<file path="src/rtl/starfield_scroll_ctrl.sv">
// Frame sequencer for the starfield display LFSR: gates its enable to the star
// window and, once per vertical blank, steps a private seed and parallel-loads it.
module starfield_scroll_ctrl #(
    parameter int          WIN_W     = 256,
    parameter int          WIN_H     = 256,
    parameter logic [15:0] TAPS      = 16'b0001_0000_0000_1011,
    parameter logic [15:0] SEED_INIT = 16'h0001,
    parameter int          SPEED_W   = 4
) (
    input  logic               clk,
    input  logic               reset,
    input  logic [8:0]         hpos,
    input  logic [8:0]         vpos,
    input  logic [SPEED_W-1:0] speed,
    input  logic               pause,
    output logic               star_enable,
    output logic               lfsr_load,
    output logic [15:0]        lfsr_seed,
    output logic [7:0]         frame_count,
    output logic               busy
);

    typedef enum logic [1:0] {
        ST_RUN     = 2'd0,
        ST_ADVANCE = 2'd1,
        ST_LOAD    = 2'd2,
        ST_WAIT    = 2'd3
    } state_t;

    // An all-zero seed would lock the Galois LFSR, so it is replaced.
    localparam logic [15:0] SEED_RST = (SEED_INIT == 16'h0000) ? 16'h0001 : SEED_INIT;
    localparam logic [9:0]  WIN_W_L  = 10'(WIN_W);
    localparam logic [9:0]  WIN_H_L  = 10'(WIN_H);

    function automatic logic [15:0] seed_step(input logic [15:0] s);
        return {s[14:0], 1'b0} ^ (s[15] ? TAPS : 16'h0000);
    endfunction

    state_t               state_q, state_d;
    logic [15:0]          seed_q, seed_d;
    logic [SPEED_W-1:0]   cnt_q, cnt_d;
    logic [7:0]           fc_q, fc_d;
    logic                 first_q, first_d;
    logic                 en_s;
    logic                 load_s;
    logic                 in_window_s;
    logic                 origin_s;
    logic                 vblank_start_s;

    assign in_window_s    = ({1'b0, hpos} < WIN_W_L) && ({1'b0, vpos} < WIN_H_L);
    assign origin_s       = (hpos == 9'd0) && (vpos == 9'd0);
    assign vblank_start_s = (hpos == 9'd0) && ({1'b0, vpos} == WIN_H_L);

    // State, seed, step counter and frame counter registers.
    always_ff @(posedge clk) begin
        if (reset) begin
            state_q <= ST_LOAD;
            seed_q  <= SEED_RST;
            cnt_q   <= '0;
            fc_q    <= 8'd0;
            first_q <= 1'b1;
        end else begin
            state_q <= state_d;
            seed_q  <= seed_d;
            cnt_q   <= cnt_d;
            fc_q    <= fc_d;
            first_q <= first_d;
        end
    end

    // Next-state and per-state strobes.
    always_comb begin
        state_d = state_q;
        seed_d  = seed_q;
        cnt_d   = cnt_q;
        fc_d    = fc_q;
        first_d = first_q;
        en_s    = 1'b0;
        load_s  = 1'b0;
        case (state_q)
            ST_RUN: begin
                en_s = in_window_s;
                if (vblank_start_s) begin
                    if (pause || (speed == '0)) begin
                        state_d = ST_LOAD;
                    end else begin
                        cnt_d   = speed;
                        state_d = ST_ADVANCE;
                    end
                end else begin
                    state_d = ST_RUN;
                end
            end
            ST_ADVANCE: begin
                seed_d = seed_step(seed_q);
                cnt_d  = cnt_q - SPEED_W'(1);
                // A zero count cannot be latched; treat it as last step anyway.
                if (cnt_q <= SPEED_W'(1)) begin
                    state_d = ST_LOAD;
                end else begin
                    state_d = ST_ADVANCE;
                end
            end
            ST_LOAD: begin
                load_s  = 1'b1;
                first_d = 1'b0;
                state_d = ST_WAIT;
                if (!first_q) begin
                    fc_d = fc_q + 8'd1;
                end else begin
                    fc_d = fc_q;
                end
            end
            ST_WAIT: begin
                if (origin_s) begin
                    en_s    = 1'b1;
                    state_d = ST_RUN;
                end else begin
                    state_d = ST_WAIT;
                end
            end
            default: begin
                state_d = ST_LOAD;
            end
        endcase
    end

    // Strobes are masked while reset is held so the reset state reads all-quiet.
    assign star_enable = en_s & ~reset;
    assign lfsr_load   = load_s & ~reset;
    assign busy        = ((state_q == ST_ADVANCE) || (state_q == ST_LOAD)) & ~reset;
    assign lfsr_seed   = seed_q;
    assign frame_count = fc_q;

endmodule

</file>
<file path="config.mk">
export PLATFORM = sky130hd
export DESIGN_NAME = starfield_scroll_ctrl
export DESIGN_NICKNAME = d
export VERILOG_FILES = /design/src/rtl/starfield_scroll_ctrl.sv
export SDC_FILE = /design/constraint.sdc
export NUM_CORES = 1
export LEC_CHECK = 0
export BUFFER_PORTS_ARGS = -buffer_cell sky130_fd_sc_hd__buf_2
export CORE_ASPECT_RATIO = 2
export CORE_MARGIN = 3
export CORE_UTILIZATION = 52
export CTS_BUF_LIST = sky130_fd_sc_hd__clkbuf_2 sky130_fd_sc_hd__clkbuf_4 sky130_fd_sc_hd__clkbuf_8
export DETAILED_ROUTE_END_ITERATION = 10
export PLACE_DENSITY = 0.82
export SLEW_MARGIN = 30
export SYNTH_ARGS = -nofsm -noshare
export SYNTH_HDL_FRONTEND = slang
export SYNTH_SLANG_ARGS = --single-unit
</file>
<file path="constraint.sdc">
create_clock -name clk -period 2.2 [get_ports clk]
set_clock_uncertainty 0.2 [all_clocks]
set_input_delay 0.44 -clock clk [delete_from_list [all_inputs] [get_ports clk]]
set_output_delay 0.44 -clock clk [all_outputs]
set_load 0.1 [all_outputs]
</file>
==> qor.yml, run 1 <==
synth:
  ys_seq_area_share_pct: 39.4
  ys.flop_type: "dfxtp_1"
  ys_warn_count: 0
  netlist_area_sq_um: 1580
  syn_nets: 205
  synth_edf_count: 0
  ys_ff_latch: 31
  synth_area_leader_cell: "dfxtp_1"
  yosysUniqueCellTypes: 35
  netlist_top_cells_count: "nor2_1 (32), dfxtp_1 (31), mux2i_1 (16)"
  yosys-top-cells-area: "dfxtp_1 (39%), mux2i_1 (10%), nor2_1 (7.6%)"
  synth.avg_cell_area_sq_um: 9.17
  synth_top_cell_area_share_pct: 39.4
  ys_async_sr_fraction_pct: 0
  syn_inst: 172
  synth.most_common_cell: "nor2_1"
die:
  ioPinCount: 52
  die_y_um: 83.9
  initial_core_util_pct: 55.6
  core_region_area_sq_um: 2840
  die_area_sq_um: 3770
  die_x_um: 44.9
  placementRows: 27
critical_path:
  worstPathRequired_ns: 1.56
  critPathCaptureType: "output port"
  path_cells: "buf_2 -> or4_4 -> nor2_2 -> a32oi_1 -> nor4_4 -> buf_12"
  path_buf_inv: 2
  path_max_fanout: 2
  path_delay_family: "simple AND/OR/NAND/NOR gates"
  crit_arrival_ns: 1.75
  path_class: "in -> out"
  startpoint_type: "primary input"
  slowest_stage: "or4_4"
  cpPeakStageDelay_ns: 0.53
sta:
  setup_viol_count_final: 1
  fin_crit_sh_pct: 109
  final_hold_viol_count: 0
  slew-limit-headroom_pct: 67.4
  layout_setup_ws_ns: -0.193
  max_freq_ghz: 0.418
  finalWorstPathRequiredPeriod_ns: 2.39
  tightest_slew_ns: 0.493
  rsz0062_at_grt: "yes"
  report.final.slew_viol_count: 0
detailed_routing:
  drc: 0
  wl_per_cell_um: 13.9
  routed_wl_um: 3640
  viasPerCell: 5.61
  dr.pass1.iters: 4
  vias: 1470
  ant_nets: 0
  drt_iter0_drc: 25
global_route:
  grt_pass1_vias: 1409
  grt_max_degree: 16
  antenna_found_initial: 0
  grt-ovfl-total: 0
  grt_pass1_wl_um: 6080
  grtUsageTotal_pct: 21.2
place:
  placed_cell_area_sq_um: 1990
  dpl_worst_slack_ns: -0.211
  portBuffers: 51
  dp_hpwl_um: 2800
  gp_congestion: 0.838
  place_inst: 254
power:
  peakVddDrop_v: 0.000766
  p_per_area_nw_per_um2: 982
  power_leakage_nw: 0.942
cts:
  cts_buffer_depth: 2
  cts_hold_buf: 0
  cts_buffers: 5
  clk_pin_slew_ns: 0.06
  tritoncts: "done"
  clk_latency_ns: 0.28
  cts.sinks: 31
  htreeDepth: 2
  cts_root_buf: "clkbuf_8"
finish:
  finalNonFillerCells: 262
  diodes: 0
  fin_nets: 265
  seq_area_sq_um: 621
  multi_input_area_sq_um: 918
  postLayoutCellArea_sq_um: 2080
  area_delta_synth_final_pct: 32.2
  final_layout_size_suffix_gt1_share_pct: 35.2
  fin_util_pct: 73.5
  fillers: 228
worst_hold_path:
  worstHoldPathType: "reg -> reg"
status:
  status: "complete, but fails checks"
  failed_checks: "setup timing"
run:
  max_cap_violations: 0
-- state kept, by name (all words and copies together) (netlist names) --
name,count
lfsr_seed,16
frame_count,8
cnt_q,4
state_q,2
first_q,1
-- cells by family (layout without fill, tap and decap cells) --
group,count (synthesis),in the layout,synth area share (%)
fa+ha+maj,8,8,6.35
simple gates,67,67,22.9
flops,31,31,39.4
compound gates,19,19,9.21
mux,17,17,11.1
xor+xnor,12,12,6.67
buf+inv,18,79,4.44
-- cell type report --
type,instances,share of cell area (%)
Multi-Input combinational cell,123,44.1
Sequential cell,31,29.8
Timing Repair Buffer,63,18.7
Clock buffer,6,3.66
Tap cell,29,1.74
Inverter,8,1.44
Clock inverter,2,0.600
-- worst reg2reg max path: stages, from the launching register on --
cell and delay (ns):
dfxtp_1 0.32, inv_1 0.09, ha_1 0.43, buf_4 0.31, nor2b_1 0.08, a211o_1 0.23
-- timing repair --
| item | 4_1_cts | 5_1_grt |
|---|---|---|
| buffers inserted | 0 | 0 |
| gates resized for setup | 1 | 0 |
| endpoints found under the setup margin | 1 | 1 |
-- power by group --
part	total, W	leakage [nW]	switching [W]	internal (W)
clock	0.000438	0.0446	0.000205	0.000233
combinational	0.000927	0.646	0.000611	0.000316
sequential	0.000682	0.251	0.0000560	0.000626
-- through the flow --
| stage | hold slack, ns | total power, W | setup TNS [ns] |
|---|---|---|---|
| 6_report | 0.276 | 0.00205 | -0.193 |
| 5_1_grt | 0.313 | 0.00216 | -0.225 |
| 4_1_cts | 0.269 | 0.00207 | -0.189 |
| 3_5_place_dp | 0.242 | 0.00162 | -0.271 |
| 3_3_place_gp | 0.236 | 0.00160 | -0.221 |
| 2_1_floorplan | 0.227 | 0.00140 | -0.706 |
-- cell usage in the layout (no fill, tap or decap), types with 2 or more instances in the layout --
cell,netlist,layout
nor4_1,4,3
nand2_1,4,4
xor2_1,6,6
and3_1,3,3
nand4_1,6,6
nor4_2,2,2
a21o_1,3,3
a211oi_1,3,3
nor4_4,1,2
nor2_1,32,30
a211o_1,3,3
buf_2,2,48
buf_12,0,3
buf_4,0,12
nor2b_1,4,3
inv_1,8,8
dfxtp_1,31,31
a31oi_1,3,3
nor3_1,3,3
mux2i_1,16,16
xnor2_1,6,6
nand2b_1,4,4
clkbuf_8,0,5
ha_1,8,8
-- worst paths after layout --
check / cells past startpoint / to / slack [ns] / from
min reg2reg: 1 / first_q / 0.28 / first_q
min: 1 / first_q / 0.28 / first_q
max reg2reg: 5 / lfsr_seed[0] / 0.43 / state_q[1]
max: 6 / star_enable / -0.19 / hpos[2]
-- metal layers --
metal  global-route usage, %  wire [um]  part of all wire, %  up-vias
met2                    36.2       1960                   54       52
met1                    22.2       1330                   37      694
met3                    5.62        253                  7.0        8
met5                       0          0                    0        -
met4                    10.9         89                  2.4        0
li1                        -          -                    -      716
Power figures use the tool's default switching activity.
==> run 2, diff against run 1 <==
ABC_AREA = 1   (was unset)
==> qor.yml, run 2 <==
cts:
  cts_root_buf: "clkbuf_8"
  cts.sinks: 31
  clk_latency_ns: 0.28
  cts_buffers: 5
  htreeDepth: 2
  postCtsSetupRepairBufs: 0
  tritoncts: "done"
  cts_resized: 0
  cts_buffer_depth: 2
  clk_pin_slew_ns: 0.07
  cts_hold_buf: 0
synth:
  syn_nets: 260
  synth.most_common_cell: "nor2_1"
  synth_top_cell_area_share_pct: 38.8
  yosys.area_share.simple_pct: 30.6
  synth.avg_cell_area_sq_um: 7.04
  ys_async_sr_fraction_pct: 0
  netlist_top_cells_count: "nor2_1 (51), nand2_1 (39), dfxtp_1 (31)"
  yosysUniqueCellTypes: 27
  synth_mux_area_share_pct: 0
  netlist_area_sq_um: 1600
  ys.flop_type: "dfxtp_1"
  ys_ff_latch: 31
  synth_compound_area_share_pct: 12.5
  synth_area_leader_cell: "dfxtp_1"
  ys_seq_area_share_pct: 38.8
  synth_top_family_by_area: "simple AND/OR/NAND/NOR gates"
  syn_inst: 227
  yosys-top-cells-area: "dfxtp_1 (39%), nor2_1 (12%), nand2_1 (9.2%)"
  synthAdderAreaFrac_pct: 6.26
  synth_edf_count: 0
  ys_warn_count: 0
  synth-xor-area-share_pct: 3.83
worst_hold_path:
  min_path_cells: 2
  min_from: "lfsr_seed[1]"
  hold_path_end: "lfsr_seed[2]"
  worstHoldPathType: "reg -> reg"
critical_path:
  path_cells: "inv_2 -> ha_2 -> inv_1 -> nand2_1 -> a21oi_2 -> buf_12"
  timing.rr.start: "state_q[0]"
  rrSetupSlack_ns: 0.48
  slowest_stage: "dfxtp_2"
  worstPathRequired_ns: 1.56
  path_max_fanout: 3
  reg2reg_depth: 9
  crit_arrival_ns: 1.44
  startpoint_type: "flip-flop"
  path_buf_inv: 3
  cpPeakStageDelay_ns: 0.33
  path_class: "reg -> out"
  critPathCaptureType: "output port"
  path_delay_family: "buffers and inverters"
  r2r-end: "frame_count[6]"
power:
  totalPowerFinal_w: 0.00270
  p_per_area_nw_per_um2: 1350
  peakVddDrop_v: 0.00103
  power_leakage_nw: 1.03
detailed_routing:
  drc: 0
  vias: 1580
  dr.pass1.iters: 4
  ant_nets: 0
  viasPerCell: 5.08
  wl_per_cell_um: 11.4
  routed_wl_um: 3530
  drt_iter0_drc: 28
sta:
  report.final.slew_viol_count: 0
  final_hold_viol_count: 0
  rsz0062_at_grt: "no"
  max_freq_ghz: 0.480
  tns_ns: 0
  layout_setup_ws_ns: 0.117
  fin_crit_sh_pct: 94.7
  tightest_slew_ns: 0.489
  finalWorstPathRequiredPeriod_ns: 2.08
  setup_viol_count_final: 0
  slew-limit-headroom_pct: 67.6
  finalHoldWorstSlack_ns: 0.271
finish:
  layout_commonest_cell: "nor2_1"
  final_layout_size_suffix_gt1_share_pct: 28.7
  area_delta_synth_final_pct: 25.2
  diodes: 0
  fin_nets: 314
  largest_reg_flops: 16
  final_cell_mix: "nor2_1 (49), buf_2 (48), nand2_1 (39)"
global_route:
  grt_pass1_wl_um: 6300
  antenna_found_initial: 0
  grt_max_degree: 24
  grt_pass1_vias: 1559
  grt-ovfl-total: 0
  grtUsageTotal_pct: 21.2
place:
  dpl_worst_slack_ns: 0.164
  gp_congestion: 0.807
  portBuffers: 51
  dp_hpwl_um: 2700
run:
  max_cap_violations: 0
die:
  ioPinCount: 52
  placementRows: 27
  core_region_area_sq_um: 2840
  initial_core_util_pct: 56.3
  die_y_um: 84.4
  die_x_um: 45.2
  die_area_sq_um: 3820
status:
  status: "complete, no violations"
run 2: cell types whose count changed in the layout (fill, tap and decap cells not counted), sizes merged, moves of 5 or more:
cell,previous run,this run
mux2i,16,0
nor2,32,55
nand4,6,1
nor4,7,0
nand2,4,42
o21ai,0,22
buf,63,53
inv,8,23
a21oi,2,13
nand3,0,10
run 2: cell type report:
class | count | area (sq um)
clock inverter | 3 | 15.0
timing repair buffer | 54 | 310
multi-input combinational | 166 | 862
sequential | 31 | 623
clock buffer | 5 | 68.8
inverter | 23 | 86.3
fill | 262 | 836
tap | 29 | 36.3
run 2: kinds of logic (layout without fill, tap and decap cells):
kind of cell | after synthesis | count (layout)
flip-flops | 31 | 31
adder cells (fa/ha/maj) | 8 | 8
AO/OA/AOI/OAI | 37 | 37
AND/OR/NAND/NOR | 114 | 114
buffers and inverters | 30 | 85
XOR/XNOR | 7 | 7
run 2: through the flow:
step	instances	util (%)	instance area, sq um
final	311	70.5	2000
after global routing	311	70.5	2000
after CTS	311	70.3	1990
after detailed placement	303	67.3	1910
after global placement	303	67.3	1910
after floorplan	227	-	1610
run 2: worst max path at each step:
stage               start           to  slack [ns]  cells after the start
2_1_floorplan     vpos[7]  star_enable       -0.21                      5
3_3_place_gp      vpos[7]  star_enable        0.20                      7
3_5_place_dp      vpos[5]  star_enable        0.16                      7
4_1_cts        state_q[0]  star_enable        0.03                      6
5_1_grt        state_q[1]  star_enable        0.04                      6
6_report       state_q[0]  star_enable        0.12                      6
run 2: report_power, final:
group	internal [W]	total (W)	switching, W
sequential	0.000697	0.000810	0.000113
clock	0.000216	0.000417	0.000201
combinational	0.000348	0.00147	0.00113
run 2: per-layer routing:
metal  global-route usage, %  up-vias  part of all wire, %
met2                    38.2       42                   56
met1                    22.3      710                   36
met5                       0        -                    0
met3                    3.65        7                  5.9
met4                    9.33        0                  1.8
li1                        -      821                    -
run 2: worst register-to-register path: stages, from the launching register on:
cell	delay, ns
dfxtp_2	0.33
inv_2	0.07
ha_1	0.19
inv_2	0.08
nor2_4	0.14
nand2_1	0.10
nor2_1	0.18
nand2_1	0.10
nor3_1	0.15
nor3_1	0.07
==> run 3, diff against run 2 <==
CORE_UTILIZATION = 45   (was 52)
PLACE_DENSITY = 0.72   (was 0.82)
==> qor.yml, run 3 (synthesized netlist as in run 2, its figures left out) <==
finish:
  area_delta_synth_final_pct: 28.6
  seq_area_sq_um: 623
  fillers: 340
  multi_input_area_sq_um: 862
  final_layout_size_suffix_gt1_share_pct: 28.7
  diodes: 0
  fin_util_pct: 60.2
  finalNonFillerCells: 330
  fin_nets: 314
  final_cell_mix: "nor2_1 (49), buf_2 (49), nand2_1 (39)"
  postLayoutCellArea_sq_um: 2060
  largest_reg_flops: 16
detailed_routing:
  ant_nets: 0
  drc: 0
  viasPerCell: 4.70
  drt_iter0_drc: 20
  routed_wl_um: 3560
  vias: 1550
  wl_per_cell_um: 10.8
  dr.pass1.iters: 6
cts:
  postCtsSetupRepairBufs: 0
  cts_root_buf: "clkbuf_8"
  clk_pin_slew_ns: 0.06
  tritoncts: "done"
  htreeDepth: 2
  cts_hold_buf: 0
  cts.sinks: 31
  cts_resized: 0
  cts_buffers: 5
  clk_latency_ns: 0.28
  cts_buffer_depth: 2
power:
  peakVddDrop_v: 0.00110
  p_per_area_nw_per_um2: 1380
  power_leakage_nw: 1.04
sta:
  fin_crit_sh_pct: 94.3
  report.final.slew_viol_count: 0
  tightest_slew_ns: 0.489
  finalWorstPathRequiredPeriod_ns: 2.07
  slew-limit-headroom_pct: 67.6
  setup_viol_count_final: 0
  max_freq_ghz: 0.482
  rsz0062_at_grt: "no"
  final_hold_viol_count: 0
die:
  die_x_um: 48.2
  initial_core_util_pct: 46.8
  ioPinCount: 52
  core_region_area_sq_um: 3420
  placementRows: 30
  die_y_um: 90.3
  die_area_sq_um: 4350
critical_path:
  timing.rr.start: "state_q[0]"
  slowest_stage: "dfxtp_2"
  path_max_fanout: 3
  startpoint_type: "flip-flop"
  cpPeakStageDelay_ns: 0.34
  worstPathRequired_ns: 1.56
  path_delay_family: "flip-flops"
  rrSetupSlack_ns: 0.53
  critPathCaptureType: "output port"
  path_cells: "inv_2 -> ha_2 -> inv_1 -> nand2_1 -> a21oi_2 -> buf_12"
  crit_arrival_ns: 1.43
  path_class: "reg -> out"
  path_buf_inv: 3
  reg2reg_depth: 9
  r2r-end: "frame_count[6]"
place:
  placed_cell_area_sq_um: 1930
  portBuffers: 51
  place_inst: 322
  gp_congestion: 0.803
  dp_hpwl_um: 2760
worst_hold_path:
  min_path_cells: 2
  hold_path_end: "lfsr_seed[2]"
  min_from: "lfsr_seed[1]"
  worstHoldPathType: "reg -> reg"
run:
  max_cap_violations: 0
global_route:
  grt-ovfl-total: 0
  antenna_found_initial: 0
  grt_pass1_wl_um: 6210
  grt_max_degree: 24
  grtUsageTotal_pct: 19.2
  grt_pass1_vias: 1502
status:
  status: "complete, no violations"
run 3: per-stage QoR:
stage / hold slack (ns) / setup slack (ns) / power, W / setup TNS (ns)
finish: 0.283 / 0.126 / 0.00284 / 0
global route: 0.317 / 0.0400 / 0.00303 / 0
CTS: 0.286 / 0.0482 / 0.00285 / 0
detailed placement: 0.275 / 0.184 / 0.00228 / 0
global placement: 0.272 / 0.202 / 0.00226 / 0
floorplan: 0.260 / -0.205 / 0.00201 / -0.205
run 3: final cells by class:
| class | instances | share of cell area, % |
|---|---|---|
| Multi-Input combinational cell | 166 | 41.9 |
| Sequential cell | 31 | 30.3 |
| Timing Repair Buffer | 54 | 15.0 |
| Inverter | 23 | 4.20 |
| Clock buffer | 6 | 4.01 |
| Tap cell | 48 | 2.92 |
| Clock inverter | 2 | 1.70 |
run 3: worst max path at each step:
stage / startpoint / endpoint / slack [ns] / depth (start not counted)
5_1_grt: state_q[1] / star_enable / 0.04 / 6
3_3_place_gp: hpos[3] / star_enable / 0.20 / 7
6_report: state_q[1] / star_enable / 0.13 / 6
2_1_floorplan: vpos[7] / star_enable / -0.21 / 5
4_1_cts: state_q[1] / star_enable / 0.05 / 6
3_5_place_dp: hpos[3] / star_enable / 0.18 / 7
run 3: worst register-to-register path: stages (launching register included):
cell and delay [ns]:
dfxtp_2 0.33, inv_2 0.07, ha_1 0.16, inv_2 0.07, nor2_4 0.13, nand2_1 0.10, nor2_1 0.18, nand2_1 0.11
nor3_1 0.14, nor3_1 0.07
run 3: per-layer routing:
metal / part of all wire [%] / routed length [um] / GRT usage (%) / vias up
met5: 0 / 0 / 0 / -
met4: 1.9 / 68 / 7.42 / 0
met3: 5.0 / 177 / 4.19 / 5
met2: 56 / 1990 / 34.1 / 40
met1: 37 / 1320 / 19.5 / 688
li1: - / - / - / 817
run 3: power by group:
part / internal (W) / total, W / switching (W)
Combinational: 0.000342 / 0.00146 / 0.00112
Sequential: 0.000696 / 0.000809 / 0.000112
Clock: 0.000366 / 0.000569 / 0.000203
Total: 0.00140 / 0.00284 / 0.00143
